### config.mk
export PLATFORM = sky130hd
export DESIGN_NAME = regfile_writeback_ctrl
export DESIGN_NICKNAME = d
export VERILOG_FILES = /design/src/rtl/regfile_writeback_ctrl_pkg.sv /design/src/rtl/regfile_scoreboard.sv /design/src/rtl/regfile_writeback_ctrl.sv
export SDC_FILE = /design/constraint.sdc
export NUM_CORES = 1
export LEC_CHECK = 0
export ABC_AREA = 1
export BUFFER_PORTS_ARGS = -buffer_cell sky130_fd_sc_hd__clkbuf_2
export CAP_MARGIN = 20
export CELL_PAD_IN_SITES_DETAIL_PLACEMENT = 0
export CELL_PAD_IN_SITES_GLOBAL_PLACEMENT = 1
export CORE_UTILIZATION = 35
export DETAILED_ROUTE_END_ITERATION = 10
export PLACE_DENSITY = 0.79
export SLEW_MARGIN = 10
export SYNTH_ARGS = -nofsm -noshare
export SYNTH_HDL_FRONTEND = slang
export SYNTH_SLANG_ARGS = --single-unit
### constraint.sdc
create_clock -name clk_i -period 2.41 [get_ports clk_i]
set_clock_uncertainty 0.1 [all_clocks]
set_input_delay 0.3615 -clock clk_i [delete_from_list [all_inputs] [get_ports clk_i]]
set_output_delay 0.3615 -clock clk_i [all_outputs]
set_load 0.005 [all_outputs]
### src/rtl/regfile_writeback_ctrl_pkg.sv
// ----------------------------------------------------------------------------
// regfile_writeback_ctrl_pkg
// Shared definitions for the register-file writeback controller slice.
//   addr_width() : register address width derived from the register count
//   REG_ZERO     : index of the hard-wired zero register (x0)
//   grant_t      : which requester wins the write port in a given cycle
// ----------------------------------------------------------------------------
package regfile_writeback_ctrl_pkg;

    localparam int REG_ZERO = 0;

    typedef enum logic [1:0] {
        GNT_NONE = 2'd0,
        GNT_LD   = 2'd1,
        GNT_ALU  = 2'd2
    } grant_t;

    // A single-register file would give $clog2 == 0; keep at least one bit.
    function automatic int addr_width(input int depth);
        return (depth > 1) ? $clog2(depth) : 1;
    endfunction

endpackage

### src/rtl/regfile_scoreboard.sv
// ----------------------------------------------------------------------------
// regfile_scoreboard
// Pending-load scoreboard: one bit per architectural register, set when a
// load issues and cleared when its data is written back.
// Ports:
//   clk, reset_l              clock, synchronous active-low reset
//   set_en, set_rd            accepted load issue reserving set_rd
//   clr_en, clr_rd            accepted load writeback releasing clr_rd
//   issue_rd, issue_ready     WAW check for the load trying to issue
//   inflight_we/inflight_addr registered write not yet in the register file
//   rs1/rs2, rs1_busy/rs2_busy source operand hazard lookups
// ----------------------------------------------------------------------------
module regfile_scoreboard
    import regfile_writeback_ctrl_pkg::*;
#(
    parameter int MEMORY_DEPTH = 32,
    parameter int AW           = addr_width(MEMORY_DEPTH)
) (
    input  logic          clk,
    input  logic          reset_l,
    input  logic          set_en,
    input  logic [AW-1:0] set_rd,
    input  logic          clr_en,
    input  logic [AW-1:0] clr_rd,
    input  logic [AW-1:0] issue_rd,
    output logic          issue_ready,
    input  logic          inflight_we,
    input  logic [AW-1:0] inflight_addr,
    input  logic [AW-1:0] rs1,
    input  logic [AW-1:0] rs2,
    output logic          rs1_busy,
    output logic          rs2_busy
);

    logic [MEMORY_DEPTH-1:0] pending;

    // Issue is refused while its rd is still pending, so a set and a clear
    // never target the same bit in one cycle; x0 is forced clear last.
    always_ff @(posedge clk) begin
        if (!reset_l) begin
            pending <= '0;
        end else begin
            if (clr_en) begin
                pending[clr_rd] <= 1'b0;
            end
            if (set_en) begin
                pending[set_rd] <= 1'b1;
            end
            pending[REG_ZERO] <= 1'b0;
        end
    end

    // The registered write is one cycle away from the register file, so a
    // source matching it is still busy.
    always_comb begin
        issue_ready = !pending[issue_rd];
        rs1_busy    = (rs1 != AW'(REG_ZERO)) &&
                      (pending[rs1] || (inflight_we && (inflight_addr == rs1)));
        rs2_busy    = (rs2 != AW'(REG_ZERO)) &&
                      (pending[rs2] || (inflight_we && (inflight_addr == rs2)));
    end

endmodule

### src/rtl/regfile_writeback_ctrl.sv
// ----------------------------------------------------------------------------
// regfile_writeback_ctrl
// Arbitrates ALU and load-return writebacks onto the register file write port
// (one-cycle registered latency) and tracks outstanding loads for hazards.
// Ports:
//   clk_i, reset_l_i                      clock, synchronous active-low reset
//   alu_valid_i/alu_ready_o/alu_rd_i/alu_data_i   ALU writeback channel
//   ld_valid_i/ld_ready_o/ld_rd_i/ld_data_i       load-return writeback channel
//   issue_valid_i/issue_ready_o/issue_rd_i        load issue reservation
//   rs1_i/rs2_i, rs1_busy_o/rs2_busy_o            decode hazard queries
//   rf_addr_o/rf_data_o/rf_we_o                   register file write port
// ----------------------------------------------------------------------------
module regfile_writeback_ctrl
    import regfile_writeback_ctrl_pkg::*;
#(
    parameter  int DATA_WIDTH   = 32,
    parameter  int MEMORY_DEPTH = 32,
    parameter  int STARVE_LIMIT = 4,
    localparam int AW           = addr_width(MEMORY_DEPTH)
) (
    input  logic                  clk_i,
    input  logic                  reset_l_i,
    input  logic                  alu_valid_i,
    output logic                  alu_ready_o,
    input  logic [AW-1:0]         alu_rd_i,
    input  logic [DATA_WIDTH-1:0] alu_data_i,
    input  logic                  ld_valid_i,
    output logic                  ld_ready_o,
    input  logic [AW-1:0]         ld_rd_i,
    input  logic [DATA_WIDTH-1:0] ld_data_i,
    input  logic                  issue_valid_i,
    output logic                  issue_ready_o,
    input  logic [AW-1:0]         issue_rd_i,
    input  logic [AW-1:0]         rs1_i,
    input  logic [AW-1:0]         rs2_i,
    output logic                  rs1_busy_o,
    output logic                  rs2_busy_o,
    output logic [AW-1:0]         rf_addr_o,
    output logic [DATA_WIDTH-1:0] rf_data_o,
    output logic                  rf_we_o
);

    localparam int SW = $clog2(STARVE_LIMIT + 1);

    logic [SW-1:0] starve_cnt;
    logic          starve_override;
    logic          sb_issue_ready;
    grant_t        grant;

    // Load wins by default; once the ALU has been denied STARVE_LIMIT times
    // in a row it takes one slot and the load is held off for that cycle.
    // The two grants are mutually exclusive by construction.
    always_comb begin
        starve_override = (starve_cnt == SW'(STARVE_LIMIT));
        alu_ready_o     = reset_l_i && (!ld_valid_i || starve_override);
        ld_ready_o      = reset_l_i && !starve_override;
        issue_ready_o   = reset_l_i && sb_issue_ready;
        grant           = GNT_NONE;
        if (ld_valid_i && ld_ready_o) begin
            grant = GNT_LD;
        end else if (alu_valid_i && alu_ready_o) begin
            grant = GNT_ALU;
        end
    end

    // Counts consecutive cycles the ALU waits; any ALU transfer or idle ALU
    // restarts the count.
    always_ff @(posedge clk_i) begin
        if (!reset_l_i) begin
            starve_cnt <= '0;
        end else if (!alu_valid_i || alu_ready_o) begin
            starve_cnt <= '0;
        end else if (!starve_override) begin
            starve_cnt <= starve_cnt + SW'(1);
        end
    end

    // Write port: address and data are captured for x0 too, but the enable
    // stays low so the zero register is never written.
    always_ff @(posedge clk_i) begin
        if (!reset_l_i) begin
            rf_we_o   <= 1'b0;
            rf_addr_o <= '0;
            rf_data_o <= '0;
        end else begin
            case (grant)
                GNT_LD: begin
                    rf_we_o   <= (ld_rd_i != AW'(REG_ZERO));
                    rf_addr_o <= ld_rd_i;
                    rf_data_o <= ld_data_i;
                end
                GNT_ALU: begin
                    rf_we_o   <= (alu_rd_i != AW'(REG_ZERO));
                    rf_addr_o <= alu_rd_i;
                    rf_data_o <= alu_data_i;
                end
                default: begin
                    rf_we_o <= 1'b0;
                end
            endcase
        end
    end

    regfile_scoreboard #(
        .MEMORY_DEPTH (MEMORY_DEPTH),
        .AW           (AW)
    ) u_scoreboard (
        .clk           (clk_i),
        .reset_l       (reset_l_i),
        .set_en        (issue_valid_i && issue_ready_o),
        .set_rd        (issue_rd_i),
        .clr_en        (grant == GNT_LD),
        .clr_rd        (ld_rd_i),
        .issue_rd      (issue_rd_i),
        .issue_ready   (sb_issue_ready),
        .inflight_we   (rf_we_o),
        .inflight_addr (rf_addr_o),
        .rs1           (rs1_i),
        .rs2           (rs2_i),
        .rs1_busy      (rs1_busy_o),
        .rs2_busy      (rs2_busy_o)
    );

endmodule

==> impl_metrics.ini <==
[worst_setup_path]
cp-endpoint = u_scoreboard.pending[20]
worstPathRequired_ps = 2520
cp_data_arrival_time_ps = 2360
crit-reg2reg-launch = starve_cnt[1]
setup.reg_to_reg.worst_slack_ps = 160
worstSetupStartpointType = register
worst-r2r-cell-count = 8
crit_start = starve_cnt[1]
critPathMaxFanout = 14
timing_worst_setup_path_type = register to register
r2r_end = u_scoreboard.pending[20]
setup.worst_path.end_class = register

[floorplan]
ios = 137
floorplan.rows = 40
core_box_area_um2 = 12200
initial_core_util_pct = 36.3
floorplan.die.width_um = 114
die-height_um = 114
die_area_um2 = 13100

[logic_synthesis]
yosys.area.top_type_share_pct = 32.6
synth_top_family_by_area = simple AND/OR/NAND/NOR gates
synth_top_cell_by_area = sky130_fd_sc_hd__dfxtp_1
synth_simple_gate_area_share_pct = 35.3
yosys-mux-area-fraction_pct = 0
number_of_flops_mapped_to_enable_cells_by_yosys = 0
ys_seq_elements = 72
synth_top_cells_by_area = sky130_fd_sc_hd__dfxtp_1, sky130_fd_sc_hd__nand2_1, sky130_fd_sc_hd__a21oi_1, sky130_fd_sc_hd__nand3_2, sky130_fd_sc_hd__nor2_1
async_reset_ff_share_pct = 0
yosys.area_share.xor_xnor_pct = 0.793
synthFlopType = sky130_fd_sc_hd__dfxtp_1
postSynthAreaPerCell_um2 = 6.55
synthAdderAreaFrac_pct = 0.566
post_synth_inst_count = 675
yosys_warnings = 0
synthesis.nets = 771
synth_sequential_area_ratio_pct = 32.6
synthDistinctLibCells = 32
synthesis.area_um2 = 4420
area_fraction_in_compound_gates_after_synthesis_pct = 20.9

[placed_design]
pre_cts_slack_ps = 217
dp_hpwl_um = 11900
placement.cell_area_um2 = 5230
numPortBuffers = 136
globalplace.congestion = 0.938

[clocking]
cts-root-to-sink-buffers = 2
cts_buffers = 9
tritoncts = built
clk_root_buffer_cell = sky130_fd_sc_hd__clkbuf_16
clock_sinks = 72
cts.htree.levels = 3
post_cts_resize_count = 0
cts_setup_buffers = 0
path_clk_slew_ps = 60
clock_latency_ps = 330
post_cts_hold_buffer_count = 0

[global_route]
grt_overflow = 0
largest_net_degree_at_the_start_of_global_routing = 38
grt_pass1_vias = 4815
grt_first_pass_wirelength_um = 24800
grt_antenna_before_repair = 0
global_route.usage.total_pct = 24.7

[timing]
timing.slew.headroom_pct = 55.3
totalNegativeSetupSlack_ps = 0
finalSetupViolCount = 0
grt_setup_unrepaired = yes
hold_ws_ps = 168
worst_slew_pin_slew_ps = 665
number_of_max_slew_violations_in_the_final_report = 0
max_freq_mhz = 444
minimum_setup_slack_in_the_final_design_ps = 160
period_share_pct = 93.4
layout_min_cycle_time_ps = 2250
timing.final.hold_violations = 0

[final_layout]
count_of_fill_cells_added_during_filler_insertion = 1274
area_taken_by_flip_flops_and_latches_um2 = 1440
final_cell_area_um2 = 5520
insertedDiodeCount = 0
final_net_count = 898
multiInputGateArea_um2 = 2550
post-route-util_pct = 45.3
layout_overhead_on_the_synthesized_area_pct = 24.8
share_of_final_layout_standard_cells_stronger_than_drive_strength_1_pct = 26.0

[route]
met3_wire_length_um = 1450
drt_first_pass_iters = 6
detail_route.vias_per_cell = 5.28
drt_iter0_drc = 491
wirelength_met1_um = 6570
route.detailed.drc = 0
vias = 5149
detail_route.wirelength_um = 15800
route.top_layer_used = met4
wl_per_cell_um = 16.2
met2_length_um = 7260
detail-route-antenna-nets = 0

[flow_run]
drv.max_cap_violation_count = 0

[status]
outcome = complete, no violations

[power]
power_per_cell_area_nw_per_um2 = 556
leakagePower_nw = 2.31
peakVddDrop_uv = 316

[min_path]
min_from = alu_rd_i[4]
hp-class = input port to register
-- cells in the final DEF (no fill, tap or decap), types with 9 or more instances in the layout --
cell type / Yosys / final
sky130_fd_sc_hd__o21ai_0: 35 / 35
sky130_fd_sc_hd__nand2_1: 205 / 205
sky130_fd_sc_hd__clkbuf_16: 0 / 9
sky130_fd_sc_hd__clkbuf_2: 0 / 136
sky130_fd_sc_hd__o31ai_1: 11 / 11
sky130_fd_sc_hd__nand3_2: 24 / 24
sky130_fd_sc_hd__a21oi_1: 51 / 51
sky130_fd_sc_hd__inv_1: 55 / 55
sky130_fd_sc_hd__buf_4: 1 / 12
sky130_fd_sc_hd__nor2_1: 60 / 58
sky130_fd_sc_hd__a31oi_1: 34 / 34
sky130_fd_sc_hd__dfxtp_1: 72 / 72
sky130_fd_sc_hd__nand3_1: 36 / 36
sky130_fd_sc_hd__nor3_1: 9 / 9
-- where the power goes --
part / switching, mW / internal [mW] / total (mW)
registers: 0.0387 / 1.24 / 1.27
logic: 0.296 / 0.186 / 0.482
clock network: 0.516 / 0.796 / 1.31
total: 0.851 / 2.22 / 3.07
-- stage by stage --
step	instances	total power, mW
after detailed placement	959	1.78
after floorplan	675	1.56
after global placement	959	1.78
after global routing	975	3.20
final	975	3.07
after CTS	975	3.09
-- Yosys cell counts, types with 9 or more instances --
cell / number
sky130_fd_sc_hd__a21oi_1: 51
sky130_fd_sc_hd__a31oi_1: 34
sky130_fd_sc_hd__buf_2: 10
sky130_fd_sc_hd__clkbuf_1: 13
sky130_fd_sc_hd__dfxtp_1: 72
sky130_fd_sc_hd__inv_1: 55
sky130_fd_sc_hd__nand2_1: 205
sky130_fd_sc_hd__nand3_1: 36
sky130_fd_sc_hd__nand3_2: 24
sky130_fd_sc_hd__nor2_1: 60
sky130_fd_sc_hd__nor3_1: 9
sky130_fd_sc_hd__o21ai_0: 35
sky130_fd_sc_hd__o31ai_1: 11
-- sequential cells by signal (all words and copies together), names as in the netlist --
| signal | flops |
|---|---|
| rf_addr_o | 5 |
| rf_data_o | 32 |
| rf_we_o | 1 |
| starve_cnt | 3 |
| u_scoreboard.pending | 31 |
-- how the worst min path moves through the flow --
stage / end / depth (start not counted)
3_5_place_dp: rf_data_o[25] / 2
2_1_floorplan: u_scoreboard.pending[23] / 2
6_report: rf_we_o / 3
4_1_cts: rf_we_o / 3
3_3_place_gp: u_scoreboard.pending[23] / 2
5_1_grt: rf_we_o / 3
-- routing by layer --
layer  GRT usage, %  vias to the layer above
met5              0                        -
met4           11.6                        0
met3           5.61                       42
met2           39.6                      266
met1           31.4                     2321
li1               -                     2520
-- critical path: stages (launching register included) --
cell and delay, ps:
sky130_fd_sc_hd__dfxtp_1 360, sky130_fd_sc_hd__inv_1 70, sky130_fd_sc_hd__ha_1 210, sky130_fd_sc_hd__nand2_1 150, sky130_fd_sc_hd__nand2_1 100, sky130_fd_sc_hd__nor2_2 330
sky130_fd_sc_hd__inv_1 340, sky130_fd_sc_hd__o31ai_1 350, sky130_fd_sc_hd__a21oi_1 100
-- cells by family (layout without fill, tap and decap cells) --
logic type / count (synthesis) / count (layout)
AND/OR/NAND/NOR: 349 / 349
AO/OA/AOI/OAI: 156 / 156
buffers and inverters: 92 / 224
flip-flops: 72 / 72
XOR/XNOR: 4 / 4
adder cells (fa/ha/maj): 2 / 2
-- area by class of cell --
type | instances | area share [%]
clock buffers | 10 | 4.15
clock inverters | 6 | 1.09
inverters | 58 | 3.95
multi-input cells | 511 | 46.2
flip-flops and latches | 72 | 26.1
well taps | 168 | 3.81
repair buffers | 150 | 14.7
(Power assumes the default switching activity.)
